File: config.mk
export PLATFORM = sky130hd
export DESIGN_NAME = prom_arbiter
export DESIGN_NICKNAME = d
export VERILOG_FILES = /design/src/rtl/prom_arb_pkg.sv /design/src/rtl/prom_resp_pipe.sv /design/src/rtl/prom_arbiter.sv
export SDC_FILE = /design/constraint.sdc
export NUM_CORES = 1
export LEC_CHECK = 0
export CORE_UTILIZATION = 60
export CTS_CLUSTER_SIZE = 28
export DETAILED_ROUTE_END_ITERATION = 8
export DONT_BUFFER_PORTS = 1
export PLACE_DENSITY = 0.79
export SYNTH_ARGS = -nofsm -noshare
export SYNTH_HDL_FRONTEND = slang
export SYNTH_HIERARCHICAL = 1
export SYNTH_SLANG_ARGS = --single-unit
export TNS_END_PERCENT = 20
File: constraint.sdc
create_clock -name clk -period 2.8 [get_ports clk]
set_clock_uncertainty 0.15 [all_clocks]
set_input_delay 0.42 -clock clk [delete_from_list [all_inputs] [get_ports clk]]
set_output_delay 0.42 -clock clk [all_outputs]
set_load 0.02 [all_outputs]
File: src/rtl/prom_arb_pkg.sv
// Shared widths, tag encoding and read-mode constant for the pROM arbiter.
package prom_arb_pkg;

   localparam int PROM_ADDR_W     = 13;
   localparam int PROM_DATA_W     = 16;
   localparam int PROM_LAT_BYPASS = 1;

   // Identifies which requester issued an in-flight read.
   typedef enum logic {
      TAG_FETCH = 1'b0,
      TAG_DATA  = 1'b1
   } prom_tag_t;

endpackage

File: src/rtl/prom_resp_pipe.sv
// DEPTH-deep {valid, tag} shift register that tracks reads in flight through
// the pROM so each returned word can be steered to the port that issued it.
module prom_resp_pipe
   import prom_arb_pkg::*;
#(
   parameter int DEPTH = 1
) (
   input  logic      clk,
   input  logic      clear,
   input  logic      in_valid,
   input  prom_tag_t in_tag,
   output logic      out_valid,
   output prom_tag_t out_tag,
   output logic      head_valid
);

   logic [DEPTH-1:0] valid_q;
   prom_tag_t        tag_q [DEPTH];

   // Valid bits shift toward the tail; a clear drops every read in flight.
   always_ff @(posedge clk) begin
      if (clear) begin
         valid_q <= '0;
      end else begin
         valid_q[0] <= in_valid;
         for (int i = 1; i < DEPTH; i++) begin
            valid_q[i] <= valid_q[i-1];
         end
      end
   end

   // Tags only matter alongside a set valid bit, so they shift without reset.
   always_ff @(posedge clk) begin
      tag_q[0] <= in_tag;
      for (int i = 1; i < DEPTH; i++) begin
         tag_q[i] <= tag_q[i-1];
      end
   end

   assign out_valid  = valid_q[DEPTH-1];
   assign out_tag    = tag_q[DEPTH-1];
   assign head_valid = valid_q[0];

endmodule

File: src/rtl/prom_arbiter.sv
// Two-port read arbiter in front of the single-port program pROM. Fetch has
// priority; a starvation counter forces a data grant after STARVE_MAX
// consecutive fetch grants while data is waiting.
//
// Handshake: a request is a level held by the requester; x_gnt is
// combinational and a transfer happens on a rising edge where x_req & x_gnt.
// Responses come back as a one-cycle x_rvalid pulse exactly ROM_LAT cycles
// after the grant edge, in grant order, with no backpressure.
module prom_arbiter
   import prom_arb_pkg::*;
#(
   parameter int ADDR_W     = PROM_ADDR_W,
   parameter int DATA_W     = PROM_DATA_W,
   parameter int ROM_LAT    = PROM_LAT_BYPASS,
   parameter int STARVE_MAX = 4
) (
   input  logic              clk,
   input  logic              reset,
   input  logic              fetch_req,
   input  logic [ADDR_W-1:0] fetch_addr,
   output logic              fetch_gnt,
   output logic              fetch_rvalid,
   output logic [DATA_W-1:0] fetch_rdata,
   input  logic              data_req,
   input  logic [ADDR_W-1:0] data_addr,
   output logic              data_gnt,
   output logic              data_rvalid,
   output logic [DATA_W-1:0] data_rdata,
   output logic              rom_ce,
   output logic              rom_oce,
   output logic              rom_reset,
   output logic [ADDR_W-1:0] rom_ad,
   input  logic [DATA_W-1:0] rom_dout
);

   if (ROM_LAT != 1 && ROM_LAT != 2) begin : g_bad_lat
      $error("prom_arbiter: ROM_LAT must be 1 (bypass) or 2 (pipeline)");
   end
   if (STARVE_MAX < 1 || STARVE_MAX > 15) begin : g_bad_starve
      $error("prom_arbiter: STARVE_MAX must be in 1..15");
   end

   localparam logic [3:0] STARVE_LIM = 4'(STARVE_MAX);

   logic [3:0]        starve_cnt;
   logic              data_win;
   logic [ADDR_W-1:0] last_ad;
   logic              pipe_valid;
   prom_tag_t         pipe_tag;
   prom_tag_t         issue_tag;
   logic              head_valid;

   // Grant decision: fetch by default, data when fetch is idle or starved.
   always_comb begin
      data_win  = data_req & (~fetch_req | (starve_cnt == STARVE_LIM));
      data_gnt  = ~reset & data_win;
      fetch_gnt = ~reset & fetch_req & ~data_win;
   end

   // Issue path: winning address, or the last issued address when idle.
   always_comb begin
      rom_ad    = last_ad;
      issue_tag = TAG_FETCH;
      if (fetch_gnt) begin
         rom_ad = fetch_addr;
      end else if (data_gnt) begin
         rom_ad    = data_addr;
         issue_tag = TAG_DATA;
      end
   end

   assign rom_ce    = fetch_gnt | data_gnt;
   assign rom_reset = reset;

   // Remember the issued address so rom_ad holds steady between grants.
   always_ff @(posedge clk) begin
      if (reset) begin
         last_ad <= '0;
      end else if (rom_ce) begin
         last_ad <= rom_ad;
      end
   end

   // Count fetch grants that overtook a waiting data request.
   always_ff @(posedge clk) begin
      if (reset || data_gnt || !data_req) begin
         starve_cnt <= '0;
      end else if (fetch_gnt && starve_cnt != STARVE_LIM) begin
         starve_cnt <= starve_cnt + 4'd1;
      end
   end

   prom_resp_pipe #(
      .DEPTH(ROM_LAT)
   ) u_resp_pipe (
      .clk       (clk),
      .clear     (reset),
      .in_valid  (rom_ce),
      .in_tag    (issue_tag),
      .out_valid (pipe_valid),
      .out_tag   (pipe_tag),
      .head_valid(head_valid)
   );

   // In pipeline mode the output register loads only when a read is in stage 1.
   assign rom_oce = (ROM_LAT == PROM_LAT_BYPASS) ? 1'b1 : head_valid;

   assign fetch_rvalid = pipe_valid & (pipe_tag == TAG_FETCH);
   assign data_rvalid  = pipe_valid & (pipe_tag == TAG_DATA);
   assign fetch_rdata  = rom_dout;
   assign data_rdata   = rom_dout;

endmodule
==> results_dict.tcl, run 1 <==
set metrics [dict create \
    run_status "completed" \
    synth.avg_cell_area_um2 8.56 \
    routed.top_layer "met4" \
    grt_use_total_pct 22.7 \
    layout-drive-gt1-share_pct 20.3 \
    holdPathEnd "last_ad[7]$_SDFFE_PP0P_" \
    grt_pass1_wl_um 4480 \
    synth.net_count 215 \
    placement_rows 17 \
    synth_top_cell_by_area "dfxtp_1" \
    fp.coreArea_mm2 0.00223 \
    via_count 1108 \
    port-buffer-count 0 \
    worst_hold_path_type "in -> reg" \
    worstSetupEndpointType "primary output" \
    ffs_latches_synth 19 \
    clock-root-buffer "clkbuf_4" \
    tritoncts "yes" \
    drt_iter0_drc 21 \
    tns_ns 0 \
    final-max-slew-violation-count 0 \
    setup_repair_after_global_routing_missed_its_margin "false" \
    globalRoute.totalOverflow 0 \
    initial_utilization_pct 64.0 \
    clkTransAtPathRegs_ns 0.11 \
    post_synth_instance_area_mm2 0.00143 \
    floorplan.die_area_mm2 0.00258 \
    synth_area_leaders "dfxtp_1, buf_4, o32ai_1" \
    crit_arrival_ns 1.93 \
    first_global_vias 1077 \
    fin_nets 192 \
    cts.repair.resized 0 \
    critical_path.startpoint_type "register" \
    vdd_drop_max_v 0.000294 \
    finalSetupViolCount 0 \
    regArea_um2 380 \
    number_of_maximum_capacitance_violations 0 \
    post-route-drc-count 0 \
    powerDensity_mw_per_mm2 445 \
    cts-buffers-inserted 3 \
    synthDominantCellAreaShare_pct 26.6 \
    maximum_fanout_count_along_the_critical_path 16 \
    rrSetupSlack_ns 1.06 \
    drt-met1-wl_um 1220 \
    maximum_number_of_pins_on_one_net_before_global_route_repair 21 \
    synth-edff-count 0 \
    viasPerCell 6.48 \
    final_min_period_over_clock_period_pct 89.4 \
    multi_input_comb_area_um2 643 \
    yosysWarnings 6 \
    grt_antenna_before_repair 0 \
    drt.antenna.violating_nets 0 \
    netlist-cell-type-count 31 \
    routed_wire_length_per_instance_um 16.4 \
    power.leakage_nw 0.494 \
    timing.rr.start "starve_cnt[0]$_SDFFE_PP0P_" \
    totalPowerFinal_uw 574 \
    max_freq_mhz 399 \
    nFillCells 206 \
    synthToLayoutAreaGrowth_pct -9.89 \
    firstDrtPassIters 4 \
    rr_endpoint "last_ad[4]$_SDFFE_PP0P_" \
    place_congestion 0.689 \
    timing.setup.critical_path_class "reg -> out" \
    reg2regPathDepth 5 \
    ys_dominant_reg_cell "dfxtp_1" \
    met2_wirelength_um 1310 \
    die_height_um 50.8 \
    cts-htree-levels 1 \
    critical_path_required_ns 2.23 \
    hpwlAfterDp_um 1970 \
    timing.hold.worst.start "reset" \
    period_minus_slack_ns 2.50 \
    yosysSeqAreaShare_pct 26.6 \
    cts_buffer_depth 2 \
    final-hold-violation-count 0 \
    ys_async_sr_fraction_pct 0 \
    boundaryPins 98 \
    finalWirelength_um 2810 \
    diodes 0 \
    worstHoldPathCells 1 \
    clock_sink_count 19 \
    chipWidth_um 50.8 \
    netlist_instances 167 \
    insertion_delay_ns 0.29 \
    met3_length_um 249 \
]
[worst max-delay path, cell delays in order, from the launching register on]
cell,delay (ns)
dfxtp_1,0.35
inv_1,0.07
ha_1,0.18
nand3b_2,0.31
o32ai_1,0.47
a211oi_1,0.10
buf_4,0.17
[cell usage in the layout, fill, tap and decap left out, drive strengths merged]
cell type	instances
dfxtp	19
nor2	17
inv	16
buf	16
nor3b	14
a211oi	13
o32ai	13
nor4	13
clkbuf	3
a21oi	2
ha	2
nor2b	2
and4b	1
or3b	1
nand3b	1
nand2b	1
o21ba	1
and2	1
nand4b	1
nand3	1
xor2	1
xnor2	1
conb	1
clkinv	1
dlygate4sd3	1
[power breakdown]
group	internal, mW	switching (mW)	leakage (nW)	total (mW)
logic	0.0670	0.0810	0.320	0.148
registers	0.285	0.00509	0.156	0.290
clock network	0.0531	0.0826	0.0177	0.136
total	0.405	0.169	0.494	0.574
[per-stage QoR]
stage / std cells / area, um^2 / worst slack, ns / util, % / hold WS, ns
2_1_floorplan: 167 / 1430 / 0.618 / - / 0.280
5_1_grt: 171 / 1290 / 0.125 / 57.7 / 0.00393
3_5_place_dp: 165 / 1230 / 0.465 / 55.1 / 0.305
3_3_place_gp: 165 / 1230 / 0.533 / 55.1 / 0.295
4_1_cts: 169 / 1260 / 0.0911 / 56.4 / 0.00786
6_report: 171 / 1290 / 0.296 / 57.7 / 0.0437
[synth_stat cells, types with 2 or more instances]
cell and count:
nor2_2 2, nor3b_1 13, ha_1 2, a21oi_1 2, nor4_1 12, o32ai_1 12, nor2_1 15, buf_6 3
dfxtp_1 19, buf_4 38, clkbuf_1 2, a211oi_1 13, inv_1 16
[layer usage]
metal,vias to the layer above,track usage (%)
li1,513,-
met1,527,25.6
met2,58,39.8
met3,10,4.17
met4,0,13.0
met5,-,0
[sequential cells by signal (all words and copies together) (netlist names)]
| signal | cells |
|---|---|
| last_ad | 13 |
| starve_cnt | 4 |
| u_resp_pipe/head_valid | 1 |
| u_resp_pipe/tag_q | 1 |
[layout make-up]
type | instances | area share (%)
tap | 28 | 2.72
timing repair buffer | 17 | 11.1
sequential | 19 | 29.5
multi-input combinational | 87 | 49.9
clock buffer | 3 | 1.75
inverter | 16 | 4.66
clock inverter | 1 | 0.388
[worst max-delay path by stage]
stage	startpoint	endpoint	slack, ns	depth (start not counted)
final	starve_cnt[0]$_SDFFE_PP0P_	rom_ad[4]	0.30	6
after global routing	starve_cnt[0]$_SDFFE_PP0P_	rom_ad[4]	0.12	6
after CTS	starve_cnt[0]$_SDFFE_PP0P_	rom_ad[0]	0.09	6
after detailed placement	starve_cnt[0]$_SDFFE_PP0P_	rom_ad[0]	0.47	6
after global placement	starve_cnt[0]$_SDFFE_PP0P_	rom_ad[0]	0.53	6
after floorplan	starve_cnt[0]$_SDFFE_PP0P_	rom_ad[12]	0.62	6
[timing repair]
item,in CTS,in global routing
setup buffers,0,1
setup endpoints to repair,0,13
hold endpoints to repair,0,2
hold buffers,0,1
[cell families after synthesis]
group	Yosys count	share of synthesized area, %
xor gates and xnor gates	2	1.23
adders and majority gates	2	1.75
DFF	19	26.6
AOI/OAI and AO/OA	29	17.1
buffers and inverters	61	28.4
other	1	0.262
and+or+nand+nor	53	24.6
No activity file was read; power rests on OpenSTA's default activity.
==> run 2: changes to the inputs <==
- CTS_CLUSTER_DIAMETER: not set -> 120
==> results of run 2 <==
The final DEF is identical to that of run 1; final timing and power are the same.
==> run 3: changes to the inputs <==
- CAP_MARGIN: not set -> 25
==> results of run 3 <==
The final DEF is identical to that of run 1; final timing and power are the same.
